File: src/rtl/sprite_compositor_if.sv
// ---------------------------------------------------------------------------
// sprite_compositor_if
//   Bundles the scan-position, sprite-setup, ROM and pixel-colour signals that
//   connect the sprite compositor to the OLED scan driver and the sprite ROM.
//
//   master : the scan driver plus the sprite ROM. It drives x, y, next_pixel,
//            the sprite setup and colours, and rom_bits. It receives rom_addr,
//            color and busy.
//   slave  : the compositor. It receives scan/setup/ROM data and drives
//            rom_addr, color and busy.
//
//   Signals
//     x, y        current scan column / row
//     next_pixel  driver consumed color (informational only)
//     sprite_x/y  sprite top-left corner, frame_sel sprite frame index
//     fg_color    RGB565 colour for set sprite bits, bg_color for the rest
//     rom_addr    ROM byte address {frame, row, half}, rom_bits ROM data
//     color       registered RGB565 pixel colour, busy row fetch in flight
// ---------------------------------------------------------------------------
interface sprite_compositor_if #(
    parameter int X_SIZE = 128,
    parameter int Y_SIZE = 128
);
    localparam int XW = $clog2(X_SIZE);
    localparam int YW = $clog2(Y_SIZE);

    logic [XW-1:0] x;
    logic [YW-1:0] y;
    logic          next_pixel;
    logic [XW-1:0] sprite_x;
    logic [YW-1:0] sprite_y;
    logic [2:0]    frame_sel;
    logic [15:0]   fg_color;
    logic [15:0]   bg_color;
    logic [7:0]    rom_addr;
    logic [7:0]    rom_bits;
    logic [15:0]   color;
    logic          busy;

    modport master (
        output x, y, next_pixel, sprite_x, sprite_y, frame_sel,
               fg_color, bg_color, rom_bits,
        input  rom_addr, color, busy
    );

    modport slave (
        input  x, y, next_pixel, sprite_x, sprite_y, frame_sel,
               fg_color, bg_color, rom_bits,
        output rom_addr, color, busy
    );
endinterface

File: src/rtl/sprite_compositor.sv
// ---------------------------------------------------------------------------
// sprite_compositor
//   Per-pixel colour source for the 128x128 OLED path. The block follows the
//   scan position from the video driver. Whenever the row changes, it fetches
//   that row's 16-bit sprite line from the byte-wide ROM (low byte, then high
//   byte). It then registers fg_color where the sprite bit under (x,y) is set
//   and bg_color everywhere else.
//
//   Ports
//     clk    system clock
//     rst_n  asynchronous active-low reset
//     bus    sprite_compositor_if.slave (scan position, sprite setup,
//            colours, ROM address/data, pixel colour, busy)
//
//   Sprite position and frame are sampled only when a fetch for row 0
//   starts, so they stay constant over a frame. The sprite is clipped at
//   the right and bottom edges; unsigned differences with a borrow bit keep
//   it from wrapping to column/row 0.
// ---------------------------------------------------------------------------
module sprite_compositor #(
    parameter int X_SIZE = 128,
    parameter int Y_SIZE = 128
) (
    input  logic                clk,
    input  logic                rst_n,
    sprite_compositor_if.slave  bus
);
    localparam int XW = $clog2(X_SIZE);
    localparam int YW = $clog2(Y_SIZE);

    typedef enum logic [2:0] {
        ST_IDLE   = 3'd0,
        ST_SET_LO = 3'd1,
        ST_CAP_LO = 3'd2,
        ST_SET_HI = 3'd3,
        ST_CAP_HI = 3'd4
    } state_t;

    state_t        state_r;
    logic          busy_r;
    logic          start_r;      // forces one fetch right after reset
    logic [YW-1:0] last_y_r;     // row whose line is held in active_r
    logic [YW-1:0] fetch_y_r;    // row the in-flight fetch belongs to
    logic [XW-1:0] sx_r;
    logic [YW-1:0] sy_r;
    logic [2:0]    frm_r;
    logic [7:0]    shadow_lo_r;  // low byte waiting for its high byte
    logic [15:0]   active_r;     // sprite line used for colouring
    logic [7:0]    rom_addr_r;
    logic [15:0]   color_r;

    logic [XW:0]   dx_s;
    logic [YW:0]   dy_s;
    logic          x_win_s;
    logic          y_win_s;
    logic [3:0]    row_s;
    logic          hit_s;
    logic          fetch_go_s;

    // window decode, sprite hit and fetch start/restart request
    always_comb begin
        dx_s    = {1'b0, bus.x} - {1'b0, sx_r};
        dy_s    = {1'b0, bus.y} - {1'b0, sy_r};
        // borrow bit set or distance >= 16 both mean outside the sprite
        x_win_s = (dx_s[XW:4] == '0);
        y_win_s = (dy_s[YW:4] == '0);
        row_s   = dy_s[3:0];
        hit_s   = x_win_s && active_r[dx_s[3:0]];
        if (state_r == ST_IDLE) begin
            fetch_go_s = start_r || (bus.y != last_y_r);
        end else begin
            // a row change mid-fetch discards the partial line and restarts
            fetch_go_s = (bus.y != fetch_y_r);
        end
    end

    // row fetch state machine with frame-start sampling and line registers
    always_ff @(posedge clk or negedge rst_n) begin
        if (!rst_n) begin
            state_r     <= ST_IDLE;
            busy_r      <= 1'b0;
            start_r     <= 1'b1;
            last_y_r    <= '1;
            fetch_y_r   <= '0;
            sx_r        <= '0;
            sy_r        <= '0;
            frm_r       <= 3'd0;
            shadow_lo_r <= 8'h00;
            active_r    <= 16'h0000;
            rom_addr_r  <= 8'h00;
        end else if (fetch_go_s) begin
            // restart wins over every state, including CAP_HI
            state_r   <= ST_SET_LO;
            busy_r    <= 1'b1;
            start_r   <= 1'b0;
            fetch_y_r <= bus.y;
            if (bus.y == '0) begin
                sx_r  <= bus.sprite_x;
                sy_r  <= bus.sprite_y;
                frm_r <= bus.frame_sel;
            end
        end else begin
            case (state_r)
                ST_IDLE: begin
                    busy_r <= 1'b0;
                end
                ST_SET_LO: begin
                    // outside the vertical window the ROM is left untouched
                    if (y_win_s) begin
                        rom_addr_r <= {frm_r, row_s, 1'b0};
                    end
                    state_r <= ST_CAP_LO;
                end
                ST_CAP_LO: begin
                    shadow_lo_r <= bus.rom_bits;
                    state_r     <= ST_SET_HI;
                end
                ST_SET_HI: begin
                    if (y_win_s) begin
                        rom_addr_r <= {frm_r, row_s, 1'b1};
                    end
                    state_r <= ST_CAP_HI;
                end
                ST_CAP_HI: begin
                    active_r <= y_win_s ? {bus.rom_bits, shadow_lo_r} : 16'h0000;
                    last_y_r <= bus.y;
                    state_r  <= ST_IDLE;
                    busy_r   <= 1'b0;
                end
                default: begin
                    state_r <= ST_IDLE;
                    busy_r  <= 1'b0;
                end
            endcase
        end
    end

    // pixel colour register, one cycle behind x/y
    always_ff @(posedge clk or negedge rst_n) begin
        if (!rst_n) begin
            color_r <= 16'h0000;
        end else begin
            color_r <= hit_s ? bus.fg_color : bus.bg_color;
        end
    end

    assign bus.color    = color_r;
    assign bus.rom_addr = rom_addr_r;
    assign bus.busy     = busy_r;

endmodule
File: src/flat_wrapper.sv
// flat-port wrapper written by rule: the top's interface ports become plain ports
module sprite_compositor_flat 
#(
    parameter int X_SIZE = 128,
    parameter int Y_SIZE = 128
)
  (clk, rst_n, bus_x, bus_y, bus_next_pixel, bus_sprite_x, bus_sprite_y, bus_frame_sel, bus_fg_color, bus_bg_color, bus_rom_bits, bus_rom_addr, bus_color, bus_busy);
  sprite_compositor_if #(.X_SIZE(X_SIZE), .Y_SIZE(Y_SIZE)) bus_i ();
  input  logic clk;
  input  logic rst_n;
  input wire logic [$bits(bus_i.x)-1:0] bus_x;
  input wire logic [$bits(bus_i.y)-1:0] bus_y;
  input wire logic [$bits(bus_i.next_pixel)-1:0] bus_next_pixel;
  input wire logic [$bits(bus_i.sprite_x)-1:0] bus_sprite_x;
  input wire logic [$bits(bus_i.sprite_y)-1:0] bus_sprite_y;
  input wire logic [$bits(bus_i.frame_sel)-1:0] bus_frame_sel;
  input wire logic [$bits(bus_i.fg_color)-1:0] bus_fg_color;
  input wire logic [$bits(bus_i.bg_color)-1:0] bus_bg_color;
  input wire logic [$bits(bus_i.rom_bits)-1:0] bus_rom_bits;
  output wire logic [$bits(bus_i.rom_addr)-1:0] bus_rom_addr;
  output wire logic [$bits(bus_i.color)-1:0] bus_color;
  output wire logic [$bits(bus_i.busy)-1:0] bus_busy;
  assign bus_i.x = bus_x;
  assign bus_i.y = bus_y;
  assign bus_i.next_pixel = bus_next_pixel;
  assign bus_i.sprite_x = bus_sprite_x;
  assign bus_i.sprite_y = bus_sprite_y;
  assign bus_i.frame_sel = bus_frame_sel;
  assign bus_i.fg_color = bus_fg_color;
  assign bus_i.bg_color = bus_bg_color;
  assign bus_i.rom_bits = bus_rom_bits;
  assign bus_rom_addr = bus_i.rom_addr;
  assign bus_color = bus_i.color;
  assign bus_busy = bus_i.busy;
  sprite_compositor #(.X_SIZE(X_SIZE), .Y_SIZE(Y_SIZE)) u_core (.clk(clk), .rst_n(rst_n), .bus(bus_i));
endmodule
File: config.mk
export PLATFORM = sky130hd
export DESIGN_NAME = sprite_compositor_flat
export DESIGN_NICKNAME = d
export VERILOG_FILES = /design/src/rtl/sprite_compositor_if.sv /design/src/rtl/sprite_compositor.sv /design/src/flat_wrapper.sv
export SDC_FILE = /design/constraint.sdc
export NUM_CORES = 1
export LEC_CHECK = 0
export CELL_PAD_IN_SITES_DETAIL_PLACEMENT = 2
export CELL_PAD_IN_SITES_GLOBAL_PLACEMENT = 2
export CORE_ASPECT_RATIO = 0.8
export CORE_UTILIZATION = 33
export CTS_CLUSTER_SIZE = 8
export DETAILED_ROUTE_END_ITERATION = 10
export MAX_ROUTING_LAYER = met4
export PLACE_DENSITY = 0.76
export SLEW_MARGIN = 20
export SYNTH_ARGS = -nofsm -noshare
export SYNTH_HDL_FRONTEND = slang
export SYNTH_SLANG_ARGS = --single-unit
File: constraint.sdc
create_clock -name clk -period 3.4 [get_ports clk]
set_input_delay 0.68 -clock clk [delete_from_list [all_inputs] [get_ports clk]]
set_output_delay 0.68 -clock clk [all_outputs]
set_load 0.02 [all_outputs]
**After elaboration in Yosys (flattened, before gate mapping)**

Index checks and enable logic that the tools add are counted.

- Add/subtract/negate cells: 2
- Order comparisons: 1
- Equality and inequality tests: 10
- Multiplexer cells: 12
- Bitwise logic cells: 1
- Reduce and logical (&&, ||, !) cells: 12

Operator list:

| cell | count |
|---|---|
| two-way mux 16 bit | 2 |
| two-way mux 8 bit | 2 |
| case mux 8 bit (2 select lines) | 1 |
| subtractor 7 x 7 -> 8 bit | 2 |
| != test 7 bit | 2 |
| case mux 3 bit (4 select lines) | 1 |
| zero test 4 bit | 2 |
| != test 2 x 1 -> 1 bit, second input constant | 4 |
| zero test 7 bit | 1 |
| equality test 3 x 2 -> 1 bit, second input constant | 2 |
| AND reduction 2 bit | 3 |
| less-than comparator 4 x 5 -> 1 bit, second input constant | 1 |
| binary-select mux 1 bit (select 4 bit) | 1 |
| two-way mux 1 bit | 4 |
| AND reduction 4 bit | 1 |
| equality test 3 x 1 -> 1 bit, second input constant | 1 |
| equality test 3 bit, second input constant | 1 |
| zero test 3 bit | 1 |
| two-way mux 3 bit | 1 |
| OR reduction 3 bit | 1 |
| nonzero test 2 bit | 1 |
| logical AND 1 bit | 1 |
| logical OR 1 bit | 1 |
| inverter 1 bit | 1 |

- Register bits after elaboration: 84
- Input bits: 74
- Word-level logic and storage cells: 50

**Depth between registers and ports, before layout**

Gate-level depths: netlist (run 1).

- Depth in word-level cells: 5
- Mapped depth: 12

**Least setup slack after synthesis (run 1)**

Ideal clock, no wire load.

- Kind: input to register
- Start: in bus_x[0]
- End: reg u_core.color_r[10], in the netlist u_core.bus.color[10]
- Setup time: 0.125 ns
- Arrival: 3.003 ns
- Data required time: 3.275 ns
- Path slack: 0.272 ns
- Cell stages on the path: 11
- Buffers on the path: 2
- Cells stage by stage: inv_1 -> ha_1 -> inv_1 -> fa_1 -> mux4_1 -> mux2i_1 -> mux2_2 -> or4_4 -> buf_6 -> buf_12 -> mux2_4

- Longest elaborated chain between the ends: 5
- Elaborated cells on any way between the ends: 6
- Classes of those cells: 1 x add/sub; 3 x mux; 2 x reduce/logical

Ends and longest elaborated chain:

| element | line | source |
|---|---|---|
| start, declared | flat_wrapper.sv:11 | `input wire logic [$bits(bus_i.x)-1:0] bus_x;` |
| subtractor 7 x 7 -> 8 bit * | sprite_compositor.sv:62 | `dx_s = {1'b0, bus.x} - {1'b0, sx_r};` |
| binary-select mux 1 bit (select 4 bit) | sprite_compositor.sv:68 | `hit_s = x_win_s && active_r[dx_s[3:0]];` |
| two-way mux 1 bit (not written as such) | sprite_compositor.sv:68 |  |
| logical AND 1 bit * | sprite_compositor.sv:68 |  |
| two-way mux 16 bit * | sprite_compositor.sv:143 | `color_r <= hit_s ? bus.fg_color : bus.bg_color;` |
| end signal, assigned | sprite_compositor.sv:143 |  |
| end, declared | sprite_compositor.sv:50 | `logic [15:0] color_r;` |

Every way passes the cells marked *; elsewhere a longest branch is shown, timed or not. The select of a mux whose other input is x is not followed.
A chain may end at the register's enable or synchronous reset.

**Worst setup path after layout (run 1)**

- Start: in bus_x[1]
- End: reg u_core.color_r[8], in the netlist u_core.bus.color[8]

The elaborated chain is that of the path after synthesis.

==> results.toml, run 1 <==
[synth]
ys_seq_area_share_pct = 51.8
synth_area_um2 = 4080
syn_area_per_cell_um2 = 13.9
synth_edf_count = 0
yosys_register_bits = 84
async_reset_ff_share_pct = 100
syn_nets = 384
synth.distinct_cells = 49
yosysWarnings = 0
synthFlopType = "dfrtp_1"
synth_cells = 294

[sta]
worst_slack_ns = 0.0688
slew_headroom_pct = 50.4
finalCritPeriodShare_pct = 98.0
worst_pin_slew_ns = 0.743
setup_viol = 0
fin_worst_skew_ns = 0.00819
period_needed_ns = 3.33
fmax_mhz = 300
hold_viol_final = 0
rsz0062_at_grt = "no"
holdWs_ns = 0.332
drv_slew = 0

[cells_and_area]
finalInstanceArea_um2 = 5740
area_growth_pct = 40.8
mostFrequentLayoutCells = "clkdlybuf4s50_1, dfrtp_1, mux2_2"
num-nets-final = 509
diodes = 0
final_common_cell = "clkdlybuf4s50_1"
drive_gt1_share_pct = 28.1

[die]
rows = 35
die_w_um = 126
die_area_um2 = 12800
start_util_pct = 34.6
die_y_um = 101
io_pins = 99
fp.coreArea_um2 = 11800

[critical_path]
cp-endpoint = "u_core.bus.color[8]"
worstReg2RegStart = "u_core.sx_r[0]"
critical_path_peak_fanout = 8
r2r-end = "u_core.bus.color[8]"
cp-end-kind = "register"
start_kind = "primary input"
reg2reg_slack_ns = 0.48
rr_worst_depth = 8
critPathKind = "primary input to register"
critPathArrivalTime_ns = 3.55
critPathLaunch = "bus_x[1]"
cp.required_ns = 3.62

[clock_tree]
clkTransAtPathRegs_ns = 0.06
numCtsBuffers = 9
clk_latency_ns = 0.34
clkSinkCount = 84
h-tree-depth = 3
cts_buffer_depth = 2
post-cts-setup-buffer-count = 0
cts_hold_buf = 0
cts_root_buffer = "clkbuf_16"
cts_tree = "built"

[route]
viasPerCell = 4.98
wl_per_cell_um = 20.7
wl_um = 11900
drc = 0
first_iter_violations = 89
ant_nets = 0
vias = 2850
drt_first_pass_iters = 4

[power_and_ir_drop]
p_leak_nw = 2.57
power_density_nw_per_um2 = 461
peakVddDrop_mv = 0.247
power_mw = 2.65

[hold_path]
hold_class = "primary input to asynchronous set/reset pin"

[placed_design]
pre_cts_ws_ns = -0.429
numPortBuffers = 97
hpwl_um = 8520
placed_area_um2 = 5370
globalplace.congestion = 0.741

[global_routing]
overflow = 0
grt_pass1_vias = 3423
grt_usage_pct = 20.4
grt_first_pass_wirelength_um = 19100
antenna_found_initial = 0
grt_max_degree = 44

[outcome]
status = "finished clean"

[run]
drv_cap = 0
routing by layer:
| metal | part of all wire (%) | global-route usage [%] |
|---|---|---|
| met5 | 0 | - |
| met4 | 0.97 | 4.73 |
| met3 | 2.7 | 3.49 |
| met2 | 52 | 35.4 |
| met1 | 44 | 25.1 |
cells by family after synthesis:
| kind of cell | after synthesis | synth area share (%) |
|---|---|---|
| compound gates | 44 | 7.95 |
| xor+xnor | 18 | 3.87 |
| fa+ha+maj | 16 | 5.28 |
| buf+inv | 29 | 3.44 |
| flops | 84 | 51.8 |
| mux | 69 | 21.3 |
| simple gates | 34 | 6.29 |
how the worst min path moves through the flow:
| stage | start | cells after the start | to | slack, ns |
|---|---|---|---|---|
| finish | rst_n | 1 | u_core.bus.rom_addr[6] | 0.33 |
| floorplan | rst_n | 0 | u_core.active_r[0] | 0.38 |
| CTS | rst_n | 1 | u_core.frm_r[1] | 0.35 |
| global placement | u_core.shadow_lo_r[1] | 1 | u_core.active_r[1] | 0.47 |
| detailed placement | u_core.sy_r[2] | 1 | u_core.sy_r[2] | 0.48 |
| global route | rst_n | 1 | u_core.frm_r[1] | 0.37 |
state kept, by name, summed over array words and instances (netlist names):
register / count
u_core.fetch_y_r: 7
u_core.bus.color: 16
u_core.sy_r: 7
u_core.active_r: 16
u_core.state_r: 3
u_core.frm_r: 3
u_core.shadow_lo_r: 8
u_core.sx_r: 7
u_core.start_r: 1
u_core.bus.busy: 1
u_core.bus.rom_addr: 8
u_core.last_y_r: 7
where the power goes:
| part | switching (mW) | total (mW) | internal [mW] |
|---|---|---|---|
| Sequential | 0.0245 | 1.07 | 1.04 |
| Combinational | 0.206 | 0.456 | 0.250 |
| Clock | 0.402 | 1.12 | 0.719 |
through the flow:
stage / TNS [ns] / utilization (%) / cells
floorplan: 0 / - / 294
global route: 0 / 48.7 / 572
finish: 0 / 48.7 / 572
global placement: -9.03 / 45.6 / 555
CTS: 0 / 48.6 / 572
detailed placement: -13.63 / 45.6 / 555
cells in the mapped netlist, types with 3 or more instances:
cell type | instances | share of area (%)
dfrtp_1 | 76 | 47
a21oi_1 | 7 | 0.86
o21ai_0 | 7 | 0.86
nor2b_1 | 3 | 0.46
a22o_1 | 16 | 3.4
nor2_1 | 6 | 0.55
o21a_1 | 3 | 0.55
xnor2_1 | 14 | 3.0
xor2_1 | 4 | 0.86
mux2_1 | 4 | 1.1
nand2_1 | 4 | 0.37
inv_1 | 21 | 1.9
mux2i_1 | 4 | 0.98
mux2_2 | 47 | 13
buf_2 | 3 | 0.37
dfstp_2 | 8 | 5.2
ha_1 | 14 | 4.3
mux4_1 | 4 | 2.6
mux2_4 | 10 | 3.7
critical path: stages:
cell	delay [ns]
clkdlybuf4s50_1	0.49
ha_1	0.33
nor2b_1	0.15
o31a_1	0.27
a21oi_1	0.26
mux2_4	0.37
or4_4	0.65
mux2_4	0.34
cell type report:
cell class / count / area (um2)
sequential: 84 / 2110
inverter: 21 / 78.8
timing repair buffer: 121 / 1180
clock inverter: 6 / 113
fill: 1141 / 6040
tap: 148 / 185
multi-input combinational: 182 / 1840
clock buffer: 10 / 229
what timing repair did:
action                                  4_1_cts  5_1_grt
hold endpoints to repair                      0        0
cloned                                        1        0
resized for setup                             5        4
pin swaps                                     1        2
endpoints found under the setup margin       32       19
(Power assumes the default switching activity.)
==> inputs of run 2 (changes only) <==
--- a/config.mk
+++ b/config.mk
@@ -8,6 +8,7 @@
 export CELL_PAD_IN_SITES_DETAIL_PLACEMENT = 2
 export CELL_PAD_IN_SITES_GLOBAL_PLACEMENT = 2
 export CORE_ASPECT_RATIO = 0.8
+export CORE_MARGIN = 5
 export CORE_UTILIZATION = 33
 export CTS_CLUSTER_SIZE = 8
 export DETAILED_ROUTE_END_ITERATION = 10
==> results.toml, run 2 (synthesized netlist as in run 1, its figures left out) <==
[sta]
fmax_mhz = 300
finalCritPeriodShare_pct = 98.0
worst_slack_ns = 0.0669
hold_viol_final = 0
setup_viol = 0
drv_slew = 0
worst_pin_slew_ns = 0.657
slew_headroom_pct = 56.2
fin_worst_skew_ns = 0.0124
finalSetupTns_ns = 0
rsz0062_at_grt = "no"
period_needed_ns = 3.33
holdWs_ns = 0.335

[clock_tree]
post-cts-setup-buffer-count = 0
h-tree-depth = 3
cts_buffer_depth = 2
cts_root_buffer = "clkbuf_16"
cts_tree = "built"
clkTransAtPathRegs_ns = 0.07
clk_latency_ns = 0.34
numCtsBuffers = 9
clkSinkCount = 84

[critical_path]
critPathKind = "primary input to register"
cp-end-kind = "register"
r2r-end = "u_core.bus.color[11]"
cp.required_ns = 3.62
critPathArrivalTime_ns = 3.56
reg2reg_slack_ns = 0.52
rr_worst_depth = 8
critical_path_peak_fanout = 8
worstReg2RegStart = "u_core.sx_r[0]"
start_kind = "primary input"

[die]
die_area_um2 = 14700
rows = 36
io_pins = 99
die_w_um = 134
die_y_um = 109
fp.coreArea_um2 = 12100
start_util_pct = 33.6

[route]
drc = 0
ant_nets = 0
wl_um = 11600
vias = 2860
drt_first_pass_iters = 4
wl_per_cell_um = 20.1
viasPerCell = 4.97
first_iter_violations = 99

[global_routing]
grt_usage_pct = 16.8
grt_pass1_vias = 3357
grt_first_pass_wirelength_um = 18500
overflow = 0
antenna_found_initial = 0
grt_max_degree = 85

[power_and_ir_drop]
p_int_mw = 1.90
p_switching_uw = 678
clkPwrFrac_pct = 41.0
power_frac_seq_pct = 41.4
p_leak_nw = 2.54
peakVddDrop_mv = 0.293
power_density_nw_per_um2 = 453
swShare_pct = 26.3
combPwrFrac_pct = 17.7

[cells_and_area]
area_growth_pct = 39.8
mostFrequentLayoutCells = "clkdlybuf4s50_1, dfrtp_1, mux2_2"
final_common_cell = "clkdlybuf4s50_1"
drive_gt1_share_pct = 28.3
fillers = 1178
diodes = 0
num-nets-final = 509

[placed_design]
hpwl_um = 8230
numPortBuffers = 97
pre_cts_ws_ns = -0.405
globalplace.congestion = 0.745

[outcome]
status = "finished clean"

[run]
drv_cap = 0

[hold_path]
hold_class = "primary input to asynchronous set/reset pin"
[run 2: changes by cell type in the layout (fill, tap and decap cells not counted), sizes merged]
cell,delta
bufinv,-2
clkdlybuf4s50,+1
clkinv,-3
dlymetal6s2s,-1
inv,+5
[run 2: through the flow]
| stage | area (um2) | power (mW) | std cells | util (%) |
|---|---|---|---|---|
| floorplan | 4080 | 1.29 | 294 | - |
| global placement | 5370 | 1.50 | 559 | 44.3 |
| detailed placement | 5370 | 1.53 | 559 | 44.3 |
| CTS | 5700 | 2.61 | 576 | 47.0 |
| global route | 5700 | 2.70 | 576 | 47.0 |
| finish | 5700 | 2.58 | 576 | 47.0 |
[run 2: per-layer routing]
metal / up-vias / wire [um] / track usage, %
li1: 1318 / - / -
met1: 1475 / 5000 / 20.7
met2: 52 / 6040 / 28.3
met3: 15 / 355 / 3.39
met4: 0 / 190 / 5.31
met5: - / 0 / -
[run 2: worst max path at each step]
stage,startpoint,to,slack [ns],depth (start not counted)
after floorplan,bus_x[0],u_core.bus.color[10],0.27,11
after global placement,bus_x[0],u_core.bus.color[9],-0.33,10
after detailed placement,bus_y[0],u_core.active_r[14],-0.41,10
after CTS,bus_x[0],u_core.bus.color[5],0.03,10
after global routing,bus_x[0],u_core.bus.color[11],0.01,10
final,bus_x[0],u_core.bus.color[11],0.07,10
[run 2: power by group through the flow]
stage                     combinational [mW]  clock (mW)  sequential (mW)
after CTS                              0.459        1.08             1.07
final                                  0.455        1.06             1.07
after global routing                   0.497        1.13             1.07
after global placement                 0.421           0             1.08
after detailed placement               0.446           0             1.08
after floorplan                        0.197           0             1.09
[run 2: layout make-up]
| cell class | count | area [um2] | share of cell area, % |
|---|---|---|---|
| well taps | 152 | 190 | 3.34 |
| flip-flops and latches | 84 | 2110 | 37.1 |
| inverters | 21 | 78.8 | 1.38 |
| clock buffers | 10 | 239 | 4.20 |
| repair buffers | 121 | 1160 | 20.4 |
| multi-input cells | 182 | 1840 | 32.3 |
| clock inverters | 6 | 76.3 | 1.34 |
[run 2: timing repair]
action / in CTS / in global routing
pin swaps: 0 / 2
setup endpoints to repair: 32 / 10
hold endpoints to repair: 0 / 0
hold buffers: 0 / 0
cloned: 1 / 0
resized for setup: 3 / 4
[run 2: critical path, cell delays in order]
cell	delay (ns)
clkdlybuf4s50_1	0.39
inv_1	0.06
ha_2	0.17
inv_1	0.05
fa_2	0.61
mux4_2	0.22
mux2i_1	0.07
mux2_4	0.31
or4_4	0.65
mux2_4	0.33
